--- src/rtl/btn_pkg.sv ---
// Shared types, timing defaults and width helper for the pushbutton conditioner.
package btn_pkg;

  typedef enum logic [1:0] {
    IDLE      = 2'd0,
    HELD_WAIT = 2'd1,
    HELD_RPT  = 2'd2
  } btn_state_e;

  localparam int unsigned N_BTN_DEF        = 4;
  localparam int unsigned DB_20MS          = 2_000_000;
  localparam int unsigned RPT_DELAY_500MS  = 50_000_000;
  localparam int unsigned RPT_PERIOD_100MS = 10_000_000;

  // Bits needed to hold any value 0..max(a,b) without wrapping.
  function automatic int unsigned cnt_width(input int unsigned a, input int unsigned b);
    int unsigned m;
    m = (a > b) ? a : b;
    return 32'($clog2(64'(m) + 64'd1));
  endfunction

endpackage

--- src/rtl/btn_conditioner_if.sv ---
// Button bundle: raw inputs in, debounced level and event pulses out.
interface btn_conditioner_if
  import btn_pkg::*;
#(
  parameter int unsigned N_BTN = N_BTN_DEF
) ();

  logic [N_BTN-1:0] btn_in;
  logic [N_BTN-1:0] btn_level;
  logic [N_BTN-1:0] btn_press;
  logic [N_BTN-1:0] btn_release;
  logic [N_BTN-1:0] btn_repeat;

  modport master (
    output btn_in,
    input  btn_level,
    input  btn_press,
    input  btn_release,
    input  btn_repeat
  );

  modport slave (
    input  btn_in,
    output btn_level,
    output btn_press,
    output btn_release,
    output btn_repeat
  );

endinterface

--- src/rtl/btn_channel.sv ---
// One button: 2-flop synchronizer, debounce qualifier, press/release/repeat FSM.
module btn_channel
  import btn_pkg::*;
#(
  parameter int unsigned DB_CYCLES     = DB_20MS,
  parameter bit          REPEAT_EN     = 1'b1,
  parameter int unsigned REPEAT_DELAY  = RPT_DELAY_500MS,
  parameter int unsigned REPEAT_PERIOD = RPT_PERIOD_100MS
) (
  input  logic clk,
  input  logic reset,
  input  logic btn_in,
  output logic btn_level,
  output logic btn_press,
  output logic btn_release,
  output logic btn_repeat
);

  localparam int unsigned DB_W  = cnt_width(DB_CYCLES, DB_CYCLES);
  localparam int unsigned RPT_W = cnt_width(REPEAT_DELAY, REPEAT_PERIOD);

  localparam logic [DB_W-1:0]  DB_LAST     = DB_W'(DB_CYCLES - 1);
  localparam logic [RPT_W-1:0] DELAY_LAST  = RPT_W'(REPEAT_DELAY - 1);
  localparam logic [RPT_W-1:0] PERIOD_LAST = RPT_W'(REPEAT_PERIOD - 1);

  logic             sync_q1;
  logic             sync_q2;
  logic [DB_W-1:0]  db_cnt_q;
  logic             accept_c;

  btn_state_e       state_q, state_d;
  logic [RPT_W-1:0] rpt_cnt_q, rpt_cnt_d;
  logic             press_d, release_d, repeat_d;

  always_ff @(posedge clk or posedge reset) begin
    if (reset) begin
      sync_q1 <= 1'b0;
      sync_q2 <= 1'b0;
    end else begin
      sync_q1 <= btn_in;
      sync_q2 <= sync_q1;
    end
  end

  // New level is accepted on the edge after DB_CYCLES consecutive differing samples.
  assign accept_c = (sync_q2 != btn_level) && (db_cnt_q == DB_LAST);

  always_ff @(posedge clk or posedge reset) begin
    if (reset) begin
      db_cnt_q  <= '0;
      btn_level <= 1'b0;
    end else if (sync_q2 == btn_level) begin
      db_cnt_q  <= '0;
    end else if (accept_c) begin
      db_cnt_q  <= '0;
      btn_level <= sync_q2;
    end else begin
      db_cnt_q  <= db_cnt_q + DB_W'(1);
    end
  end

  always_ff @(posedge clk or posedge reset) begin
    if (reset) begin
      state_q     <= IDLE;
      rpt_cnt_q   <= '0;
      btn_press   <= 1'b0;
      btn_release <= 1'b0;
      btn_repeat  <= 1'b0;
    end else begin
      state_q     <= state_d;
      rpt_cnt_q   <= rpt_cnt_d;
      btn_press   <= press_d;
      btn_release <= release_d;
      btn_repeat  <= repeat_d;
    end
  end

  // Release takes priority over a repeat falling due in the same cycle.
  always_comb begin
    state_d   = state_q;
    rpt_cnt_d = rpt_cnt_q;
    press_d   = 1'b0;
    release_d = 1'b0;
    repeat_d  = 1'b0;
    case (state_q)
      IDLE: begin
        if (accept_c && sync_q2) begin
          state_d   = HELD_WAIT;
          press_d   = 1'b1;
          rpt_cnt_d = '0;
        end
      end
      HELD_WAIT, HELD_RPT: begin
        if (accept_c && !sync_q2) begin
          state_d   = IDLE;
          release_d = 1'b1;
          rpt_cnt_d = '0;
        end else if (!REPEAT_EN) begin
          rpt_cnt_d = '0;
        end else if (rpt_cnt_q == ((state_q == HELD_WAIT) ? DELAY_LAST : PERIOD_LAST)) begin
          state_d   = HELD_RPT;
          repeat_d  = 1'b1;
          rpt_cnt_d = '0;
        end else begin
          rpt_cnt_d = rpt_cnt_q + RPT_W'(1);
        end
      end
      default: begin
        state_d   = IDLE;
        rpt_cnt_d = '0;
      end
    endcase
  end

endmodule

--- src/rtl/btn_conditioner.sv ---
// Pushbutton front end: N_BTN independent synchronize/debounce/event channels.
module btn_conditioner
  import btn_pkg::*;
#(
  parameter int unsigned N_BTN         = N_BTN_DEF,
  parameter int unsigned DB_CYCLES     = DB_20MS,
  parameter bit          REPEAT_EN     = 1'b1,
  parameter int unsigned REPEAT_DELAY  = RPT_DELAY_500MS,
  parameter int unsigned REPEAT_PERIOD = RPT_PERIOD_100MS
) (
  input  logic             clk,
  input  logic             reset,
  btn_conditioner_if.slave bus
);

  if (N_BTN == 0 || DB_CYCLES == 0 || REPEAT_DELAY == 0 || REPEAT_PERIOD == 0) begin : g_param_chk
    $error("btn_conditioner: N_BTN, DB_CYCLES, REPEAT_DELAY and REPEAT_PERIOD must all be >= 1");
  end

  logic [N_BTN-1:0] level_w;
  logic [N_BTN-1:0] press_w;
  logic [N_BTN-1:0] release_w;
  logic [N_BTN-1:0] repeat_w;

  for (genvar i = 0; i < int'(N_BTN); i++) begin : g_ch
    btn_channel #(
      .DB_CYCLES     (DB_CYCLES),
      .REPEAT_EN     (REPEAT_EN),
      .REPEAT_DELAY  (REPEAT_DELAY),
      .REPEAT_PERIOD (REPEAT_PERIOD)
    ) u_ch (
      .clk         (clk),
      .reset       (reset),
      .btn_in      (bus.btn_in[i]),
      .btn_level   (level_w[i]),
      .btn_press   (press_w[i]),
      .btn_release (release_w[i]),
      .btn_repeat  (repeat_w[i])
    );
  end

  assign bus.btn_level   = level_w;
  assign bus.btn_press   = press_w;
  assign bus.btn_release = release_w;
  assign bus.btn_repeat  = repeat_w;

endmodule

--- src/flat_wrapper.sv ---
// flat-port wrapper written by rule: the top's interface ports become plain ports
module btn_conditioner_flat import btn_pkg::*;
#(
  parameter int unsigned N_BTN         = N_BTN_DEF,
  parameter int unsigned DB_CYCLES     = DB_20MS,
  parameter bit          REPEAT_EN     = 1'b1,
  parameter int unsigned REPEAT_DELAY  = RPT_DELAY_500MS,
  parameter int unsigned REPEAT_PERIOD = RPT_PERIOD_100MS
)
  (clk, reset, bus_btn_in, bus_btn_level, bus_btn_press, bus_btn_release, bus_btn_repeat);
  btn_conditioner_if #(.N_BTN(N_BTN)) bus_i ();
  input  logic clk;
  input  logic reset;
  input wire logic [$bits(bus_i.btn_in)-1:0] bus_btn_in;
  output wire logic [$bits(bus_i.btn_level)-1:0] bus_btn_level;
  output wire logic [$bits(bus_i.btn_press)-1:0] bus_btn_press;
  output wire logic [$bits(bus_i.btn_release)-1:0] bus_btn_release;
  output wire logic [$bits(bus_i.btn_repeat)-1:0] bus_btn_repeat;
  assign bus_i.btn_in = bus_btn_in;
  assign bus_btn_level = bus_i.btn_level;
  assign bus_btn_press = bus_i.btn_press;
  assign bus_btn_release = bus_i.btn_release;
  assign bus_btn_repeat = bus_i.btn_repeat;
  btn_conditioner #(.N_BTN(N_BTN), .DB_CYCLES(DB_CYCLES), .REPEAT_EN(REPEAT_EN), .REPEAT_DELAY(REPEAT_DELAY), .REPEAT_PERIOD(REPEAT_PERIOD)) u_core (.clk(clk), .reset(reset), .bus(bus_i));
endmodule
--- config.mk ---
export PLATFORM = sky130hd
export DESIGN_NAME = btn_conditioner_flat
export DESIGN_NICKNAME = d
export VERILOG_FILES = /design/src/rtl/btn_pkg.sv /design/src/rtl/btn_conditioner_if.sv /design/src/rtl/btn_channel.sv /design/src/rtl/btn_conditioner.sv /design/src/flat_wrapper.sv
export SDC_FILE = /design/constraint.sdc
export NUM_CORES = 1
export LEC_CHECK = 0
export CAP_MARGIN = 20
export CELL_PAD_IN_SITES_DETAIL_PLACEMENT = 1
export CELL_PAD_IN_SITES_GLOBAL_PLACEMENT = 2
export CORE_MARGIN = 2
export CORE_UTILIZATION = 42
export DETAILED_ROUTE_END_ITERATION = 7
export DONT_BUFFER_PORTS = 1
export PLACE_DENSITY_LB_ADDON = 0.1
export SYNTH_ARGS = -nofsm -noshare
export SYNTH_HDL_FRONTEND = slang
export SYNTH_SLANG_ARGS = --single-unit
--- constraint.sdc ---
create_clock -name clk -period 7.23 [get_ports clk]
set_input_delay 0.723 -clock clk [delete_from_list [all_inputs] [get_ports clk]]
set_output_delay 0.723 -clock clk [all_outputs]
set_load 0.005 [all_outputs]
### Yosys cells after proc, flatten, opt, wreduce, memory -nomap -nowiden

Index checks and enable logic that the tools add are counted.

* eq/ne operators: 32
* shift operators: 0
* multiply operators: 0
* bitwise logic cells: 4
* mux-type cells: 72
* order comparisons: 0
* div/mod/pow operators: 0
* reductions and logical operators: 32
* add/sub/neg operators: 8

Operators with widths (number)
* 26-bit 2-to-1 mux: 16
* 26-bit case mux with 2 select lines: 4
* 21-bit 2-to-1 mux: 8
* 26-bit by 1-bit adder with 26-bit output (second input constant): 4
* 26-bit == test: 4
* 21-bit by 1-bit adder with 21-bit output (second input constant): 4
* 21-bit == test (second input constant): 4
* 1-bit 2-to-1 mux: 28
* 2-bit 2-to-1 mux: 12
* 2-bit case mux with 2 select lines: 4
* 2-bit AND reduction: 8
* 1-bit logical AND: 12
* 3-bit inequality test (second input constant): 4
* 2-bit by 1-bit == test with 1-bit output (second input constant): 4
* 2-bit == test (second input constant): 4
* 2-bit logical NOT: 4
* 2-bit inequality test (second input constant): 4
* 2-bit OR reduction: 4
* 1-bit == test: 4
* 1-bit logical NOT: 4
* 1-bit inequality test: 4
* 1-bit inverter: 4

* RAM bits: 0
* register bits: 220
* output and inout port bits: 16
* input bits: 6
* word-level logic and storage cells: 184
* ROM bits: 0
* memories: 0
* latch bits: 0

### Logic depth before layout (Yosys ltp)

Gate-level depths: netlist of the first run.

* depth in word-level cells: 6
* gate-level depth with buffers: 10

### By module

From an unflattened synthesis of the first run, not the netlist that was laid out.

* cell total of the unflattened synthesis: 1248
* area, all modules: 11798.8 sq um

By module, submodules not included
* btn_channel at u_core.g_ch[0].u_ch ...: area each 2967.8 sq um, cells an instance 311, sequential area each 1376.3 sq um, instances 3
* btn_channel at u_core.g_ch[3].u_ch: area each 2895.3 sq um, cells an instance 315, sequential area each 1376.3 sq um, instances 1

### Least setup slack after synthesis of the first run

Ideal clock, no wire load.

* path kind: reg-to-reg
* start point: reg u_core.g_ch[0].u_ch.state_q[1]
* end point: reg u_core.g_ch[0].u_ch.rpt_cnt_q[17]
* library setup time: 119 ps
* period minus slack after synthesis: 2381 ps
* data required time: 7111 ps
* cell stages (with the launch flop): 11
* arrival: 2262 ps
* path slack: 4849 ps
* cells stage by stage: dfrtp_1 > inv_1 > ha_1 > nand4b_1 > or4_1 > a2111o_1 > o311ai_2 > and2_1 > buf_4 > buf_6 > nor2_1

* longest elaborated chain between the ends: 6

RTL lines
* start, declared: line btn_channel.sv:31 `btn_state_e state_q, state_d;`
* start signal, assigned: line btn_channel.sv:70 `state_q <= state_d;`
* 2-bit by 1-bit == test with 1-bit output: line btn_channel.sv:85, btn_channel.sv:100
* 26-bit 2-to-1 mux: line btn_channel.sv:100 `end else if (rpt_cnt_q == ((state_q == HELD_WAIT) ? DELAY_LAST : PERIOD_LAST)) begin`
* 26-bit == test: line btn_channel.sv:100
* 26-bit 2-to-1 mux: line btn_channel.sv:100
* 26-bit 2-to-1 mux: line btn_channel.sv:94 `if (accept_c && !sync_q2) begin`
* 26-bit case mux with 2 select lines: line btn_channel.sv:85 `case (state_q)`
* end signal, assigned: line btn_channel.sv:71 `rpt_cnt_q <= rpt_cnt_d;`
* end, declared: line btn_channel.sv:32 `logic [RPT_W-1:0] rpt_cnt_q, rpt_cnt_d;`

Parallel ways exist; a longest one is shown, timed or not.
A chain may end at the register's enable or synchronous reset.

### Worst setup path after layout of the first run

* start point: reg u_core.g_ch[0].u_ch.db_cnt_q[0]
* end point: reg u_core.g_ch[0].u_ch.state_q[1]

* longest elaborated chain between the ends: 5

RTL lines
* start, declared: line btn_channel.sv:28 `logic [DB_W-1:0] db_cnt_q;`
* start signal, assigned: line btn_channel.sv:58 `db_cnt_q <= db_cnt_q + DB_W'(1);`
* 21-bit == test (*): line btn_channel.sv:46 `assign accept_c = (sync_q2 != btn_level) && (db_cnt_q == DB_LAST);`
* 1-bit logical AND (*): line btn_channel.sv:46
* 1-bit logical AND, on equally long branches: line btn_channel.sv:94, btn_channel.sv:87
* 2-bit 2-to-1 mux, or another cell as far along: line btn_channel.sv:94
* 2-bit case mux with 2 select lines or 2-bit AND reduction (tied branches)

Mark *: on every way between the ends. The rest lies on a longest branch, timed or not.

==> out/results.ini, run 1 <==
[setup_path]
cp_max_fo=19
ff2ff_setup_slack_ns=4.25
regToRegStartpoint=u_core.g_ch[0].u_ch.db_cnt_q[0]
critPathRequiredTime_ns=7.61
critPathMaxStageDelay_ns=0.70
rr_worst_depth=6
end_kind=register
crit_path_end=u_core.g_ch[0].u_ch.state_q[1]
start_kind=register
r2r_end=u_core.g_ch[0].u_ch.state_q[1]
cp_slowest_cell=o31ai_4
arrival_ns=3.36
crit_chain=ha_1 -> nand2_1 -> or4_4 -> o31ai_4 -> and2_1 -> o32ai_1
critPathLaunch=u_core.g_ch[0].u_ch.db_cnt_q[0]
critPathKind=reg2reg

[timing]
fin_worst_skew_ns=0.0138
clock.fmax_mhz=335
setup_viol=0
tightest_slew_ns=0.877
drv_slew=0
finalCriticalPeriod_ns=2.98
rsz0062_at_grt=false
fin_hold_ws_ns=0.153
finalHoldViolCount=0
period_share_pct=41.2
timing.slew.headroom_pct=41.0
tns_ns=0

[final_layout]
n_fill_cell=3028
syn_to_final_growth_pct=9.10
final_cell_mix=220 x dfrtp_1, 209 x nor2_1, 90 x nand2_1
final_common_cell=dfrtp_1
stdcell_area_um2=12700
nets=1233
drive_gt1_share_pct=5.65
diodes=0

[placed_design]
portBuffers=0
dpl_cell_area_um2=11800
gp_congestion=0.762
hpwlAfterDp_um=17600

[yosys]
synth_area_um2=11600
syn_inst=1218
ys_async_sr_fraction_pct=100
syn_area_per_cell_um2=9.53
yosysWarningCount=0
synthesis.nets=1244
ys_seq_area_share_pct=47.4
synthFlopType=dfrtp_1
ys_types=70
ys_ff_latch=220
synth_edf_count=0

[clock_tree]
numClockSinks=220
root_buffer=clkbuf_16
cts_tree=built
clk_latency_ns=0.53
h-tree-depth=1
post_cts_resized=0
clk_pin_slew_ns=0.06
post_cts_buffers=0
numCtsBuffers=27
ctsHoldBuffers=0
max-clock-path-buffers=3

[detailed_routing]
num_vias=8655
dr.pass1.iters=4
routed_wl_um=26600
drtIter0Drc=322
wl_per_cell_um=17.1
antenna_left=0
drc_errors=0
vias_per_cell=5.54

[global_routing]
grt_max_degree=108
grt_use_total_pct=19.2
overflow=0
grt_pass1_wl_um=46500
grt_pass1_vias=9180
antenna_found_initial=0

[die]
die_w_um=170
io_pins=22
core_area_um2=27000
start_util_pct=42.9
fp.dieH_um=170
die-area_um2=29000
placement_rows=60

[power]
power.leakage_nw=5.38
switching_power_w=0.000552
p_seq_share_pct=48.6
pwr-share-comb_pct=1.8
swShare_pct=21.5
internal_power_w=0.00202
clkPwrFrac_pct=49.6
irDropWorstVdd_uv=142
power_density_nw_per_um2=203

[run]
drv_cap=0

[run_status]
outcome=finished clean

[min_path]
hp-class=in2async

layout make-up:
type | instances | area [µm²] | area share, %
multi-input cells | 918 | 5700 | 45.0
inverters | 29 | 116 | 0.919
flip-flops and latches | 220 | 5510 | 43.5
clock inverters | 6 | 80.1 | 0.632
repair buffers | 11 | 97.6 | 0.771
well taps | 341 | 427 | 3.37
clock buffers | 37 | 733 | 5.79
synthesized netlist by cell type (all sizes together), types with 4 or more instances:
library cell	number	area share, %
ha	20	2.2
o31ai	7	0.69
or2	4	0.22
and2	17	0.92
a21oi	17	0.80
nor3b	5	0.32
nor2	209	6.8
nor3	37	1.6
a21o	4	0.26
or4	8	0.58
or3	11	0.59
buf	30	1.8
o21ai	27	1.2
dfrtp	220	47
nor2b	6	0.32
xor2	89	6.7
nand3	75	3.3
xnor2	64	4.8
nand4	64	3.5
clkbuf	21	0.68
nand4b	6	0.45
nand2b	6	0.32
and3	39	2.1
nand2	90	2.9
inv	29	0.94
nor4	19	1.1
nor4bb	9	0.78
and4	16	1.2
o2111ai	5	0.38
nor4b	10	0.92
power by group through the flow:
stage | logic (W) | registers (W) | clock network, W
after floorplan | 0.0000350 | 0.00127 | 0
after global placement | 0.0000492 | 0.00127 | 0
after detailed placement | 0.0000503 | 0.00127 | 0
after CTS | 0.0000503 | 0.00125 | 0.00132
after global routing | 0.0000561 | 0.00125 | 0.00136
final | 0.0000466 | 0.00125 | 0.00127
registers in the layout, summed over array words and instances (netlist names):
signal	cells
u_core.g_ch.u_ch.btn_press	4
u_core.g_ch.u_ch.btn_repeat	4
u_core.g_ch.u_ch.db_cnt_q	84
u_core.g_ch.u_ch.state_q	8
u_core.g_ch.u_ch.rpt_cnt_q	104
u_core.g_ch.u_ch.sync_q1	4
u_core.g_ch.u_ch.sync_q2	4
u_core.g_ch.u_ch.btn_level	4
u_core.g_ch.u_ch.btn_release	4
per-stage QoR:
step	setup slack, ns	instances	util (%)	power (W)
3_5_place_dp	4.15	1519	43.8	0.00132
4_1_cts	4.17	1562	46.8	0.00262
3_3_place_gp	4.06	1517	43.7	0.00132
2_1_floorplan	0.486	1218	-	0.00130
5_1_grt	3.84	1562	46.8	0.00267
6_report	4.25	1562	46.8	0.00257
how the worst min path moves through the flow:
stage | slack, ns | endpoint | cells past startpoint | from
after CTS | 0.19 | u_core.g_ch[0].u_ch.sync_q1 | 0 | bus_btn_in[0]
after floorplan | 0.33 | u_core.g_ch[0].u_ch.sync_q2 | 0 | u_core.g_ch[0].u_ch.sync_q1
final | 0.15 | u_core.g_ch[2].u_ch.db_cnt_q[10] | 1 | reset
after global routing | 0.20 | u_core.g_ch[1].u_ch.sync_q1 | 0 | bus_btn_in[1]
after global placement | 0.33 | u_core.g_ch[2].u_ch.sync_q2 | 0 | u_core.g_ch[2].u_ch.sync_q1
after detailed placement | 0.34 | u_core.g_ch[2].u_ch.sync_q2 | 0 | u_core.g_ch[2].u_ch.sync_q1
layer usage:
layer  routed length [µm]  vias up  track usage [%]
li1                     -     4231                -
met1                13000     4345             26.7
met2                12700       49             32.2
met3                  581       30             2.67
met4                  392        0             3.57
met5                    0        -                0
cell families (layout without fill, tap and decap cells):
group,Yosys count,in the layout,share of synthesized area (%)
simple gates,648,648,29.3
flops,220,220,47.4
xor+xnor,153,153,11.5
compound gates,93,93,5.79
buf+inv,80,83,3.43
fa+ha+maj,20,20,2.16
mux,4,4,0.377
worst max-delay path, delay by kind of cell (launching register included):
family / cells / cell delay, ns
flip-flops: 1 / 0.39
AND/OR/NAND/NOR: 3 / 1.34
adder cells (fa/ha/maj): 1 / 0.23
AO/OA/AOI/OAI: 2 / 0.87
No activity file was read; power rests on OpenSTA's default activity.
==> inputs of run 2 (changes only) <==
Clock period 7.23 ns to 3 ns, I/O delays scaled along.
==> run 2 against run 1 <==
  * Wire length increased by 1.6%
  * Register-to-register slack worse by 4.0 ns
  * Non-clock buffer count is 26 higher
  * Maximum frequency is 9.2% higher
  * Critical path depth grew 2
  * Clock skew shrank 0.0046 ns
  * Largest power group unchanged
  * Final cell count grew 2.0%
  * Critical path type unchanged
  * Core utilization is 1.6 points higher
  * Sequential cell count did not move
  * Combinational power increased to 2.9 times the previous value
  * Count of clock-buffer cells in the layout shrank 3
  * Hold slack improved by 0.18 ns
==> out/results.ini, run 2 (synthesis results as in run 1) <==
[run_status]
outcome=finished clean

[timing]
clock.fmax_mhz=366
finalHoldViolCount=0
fin_hold_ws_ns=0.329
fin_worst_skew_ns=0.00915
drv_slew=0
timing.slew.headroom_pct=33.7
period_share_pct=91.0
finalCriticalPeriod_ns=2.73
tightest_slew_ns=0.992
rsz0062_at_grt=false
setup_viol=0

[final_layout]
largest_reg_flops=104
nets=1259
final_common_cell=dfrtp_1
reg_top3=u_core.g_ch.u_ch.rpt_cnt_q x104, u_core.g_ch.u_ch.db_cnt_q x84, u_core.g_ch.u_ch.state_q x8
stdcell_area_um2=13100
registers.top_by_ff_count=u_core.g_ch.u_ch.rpt_cnt_q
final_cell_mix=220 x dfrtp_1, 209 x nor2_1, 90 x nand2_1
diodes=0
syn_to_final_growth_pct=12.7
drive_gt1_share_pct=8.14
final_util_pct=48.4

[power]
total_power_w=0.00672
irDropWorstVdd_uv=396
power_density_nw_per_um2=514
power.leakage_nw=5.61

[clock_tree]
ctsHoldBuffers=5
numClockSinks=220
clk_latency_ns=0.53
h-tree-depth=1
numCtsBuffers=27
post_cts_buffers=0
clk_pin_slew_ns=0.06
root_buffer=clkbuf_16
max-clock-path-buffers=3
cts_tree=built
post_cts_resized=0

[setup_path]
critPathRequiredTime_ns=3.41
critPathKind=reg2reg
end_kind=register
critPathLaunch=u_core.g_ch[3].u_ch.state_q[0]
cp_max_fo=13
start_kind=register
regToRegStartpoint=u_core.g_ch[3].u_ch.state_q[0]
arrival_ns=3.14

[global_routing]
grt_max_degree=45
antenna_found_initial=0
overflow=0
grt_pass1_wl_um=47600
grt_pass1_vias=9572
grt_use_total_pct=19.7

[placed_design]
gp_congestion=0.737
dpl_cell_area_um2=12000
portBuffers=0
hpwlAfterDp_um=18100

[min_path]
worstHoldStart=bus_btn_in[0]
hp-class=in2reg

[detailed_routing]
vias_per_cell=5.55
drc_errors=0
num_vias=8843
drtIter0Drc=407
dr.pass1.iters=4
antenna_left=0
wl_per_cell_um=17.0
routed_wl_um=27100

[die]
placement_rows=60
core_area_um2=27000
die-area_um2=29000
die_w_um=170
fp.dieH_um=170
start_util_pct=42.9
io_pins=22

[run]
drv_cap=0

-- run 2: cell count changes in the layout (fill, tap and decap cells not counted), moves of 3 or more --
cell	delta
buf_4	+18
dlygate4sd3_1	+5
clkbuf_8	+3
clkbuf_1	-6
buf_12	+5
bufinv_16	+4
clkinv_2	+3
-- run 2: stage by stage --
step / std cells / setup slack [ns] / TNS [ns]
final: 1594 / 0.269 / 0
after global routing: 1594 / 0.0366 / 0
after CTS: 1594 / 0.227 / 0
after detailed placement: 1540 / 0.263 / 0
after global placement: 1540 / 0.315 / 0
after floorplan: 1218 / -0.168 / -36.98
-- run 2: critical path: stages (launching register included) --
cell and delay [ns]:
dfrtp_1 0.43, ha_1 0.23, or4_1 0.42, nor4b_2 0.30, o2111ai_1 0.22, a31o_2 0.31, a21oi_2 0.34, buf_4 0.28
nor2_1 0.07
-- run 2: final cells by class --
| cell class | instances | area [µm²] |
|---|---|---|
| Multi-Input combinational cell | 918 | 5700 |
| Timing Repair Buffer | 37 | 353 |
| Inverter | 29 | 113 |
| Clock inverter | 15 | 231 |
| Fill cell | 3045 | 13900 |
| Clock buffer | 34 | 752 |
| Tap cell | 341 | 427 |
| Sequential cell | 220 | 5510 |
-- run 2: path summary, 6_finish.rpt --
path	endpoint	slack, ns	cells after the start
min in group asynchronous	u_core.g_ch[1].u_ch.btn_press	0.47	2
worst min-delay path	u_core.g_ch[0].u_ch.sync_q1	0.33	1
max in group asynchronous	u_core.g_ch[2].u_ch.db_cnt_q[18]	1.74	3
worst max register to register	u_core.g_ch[3].u_ch.rpt_cnt_q[16]	0.27	8
worst max-delay path	u_core.g_ch[3].u_ch.rpt_cnt_q[16]	0.27	8
worst min register to register	u_core.g_ch[1].u_ch.sync_q2	0.35	0
-- run 2: per-layer routing --
layer | GRT usage, % | part of all wire (%) | up-vias
met3 | 2.63 | 2.2 | 29
met1 | 26.7 | 48 | 4459
met4 | 4.20 | 1.6 | 0
met5 | 0 | 0 | -
met2 | 33.7 | 48 | 61
li1 | - | - | 4294
-- run 2: power breakdown --
part	total (W)	switching [W]	leakage, nW	internal, W
Combinational	0.000134	0.0000974	2.07	0.0000363
Sequential	0.00301	0.0000187	3.05	0.00299
Clock	0.00358	0.00130	0.487	0.00228
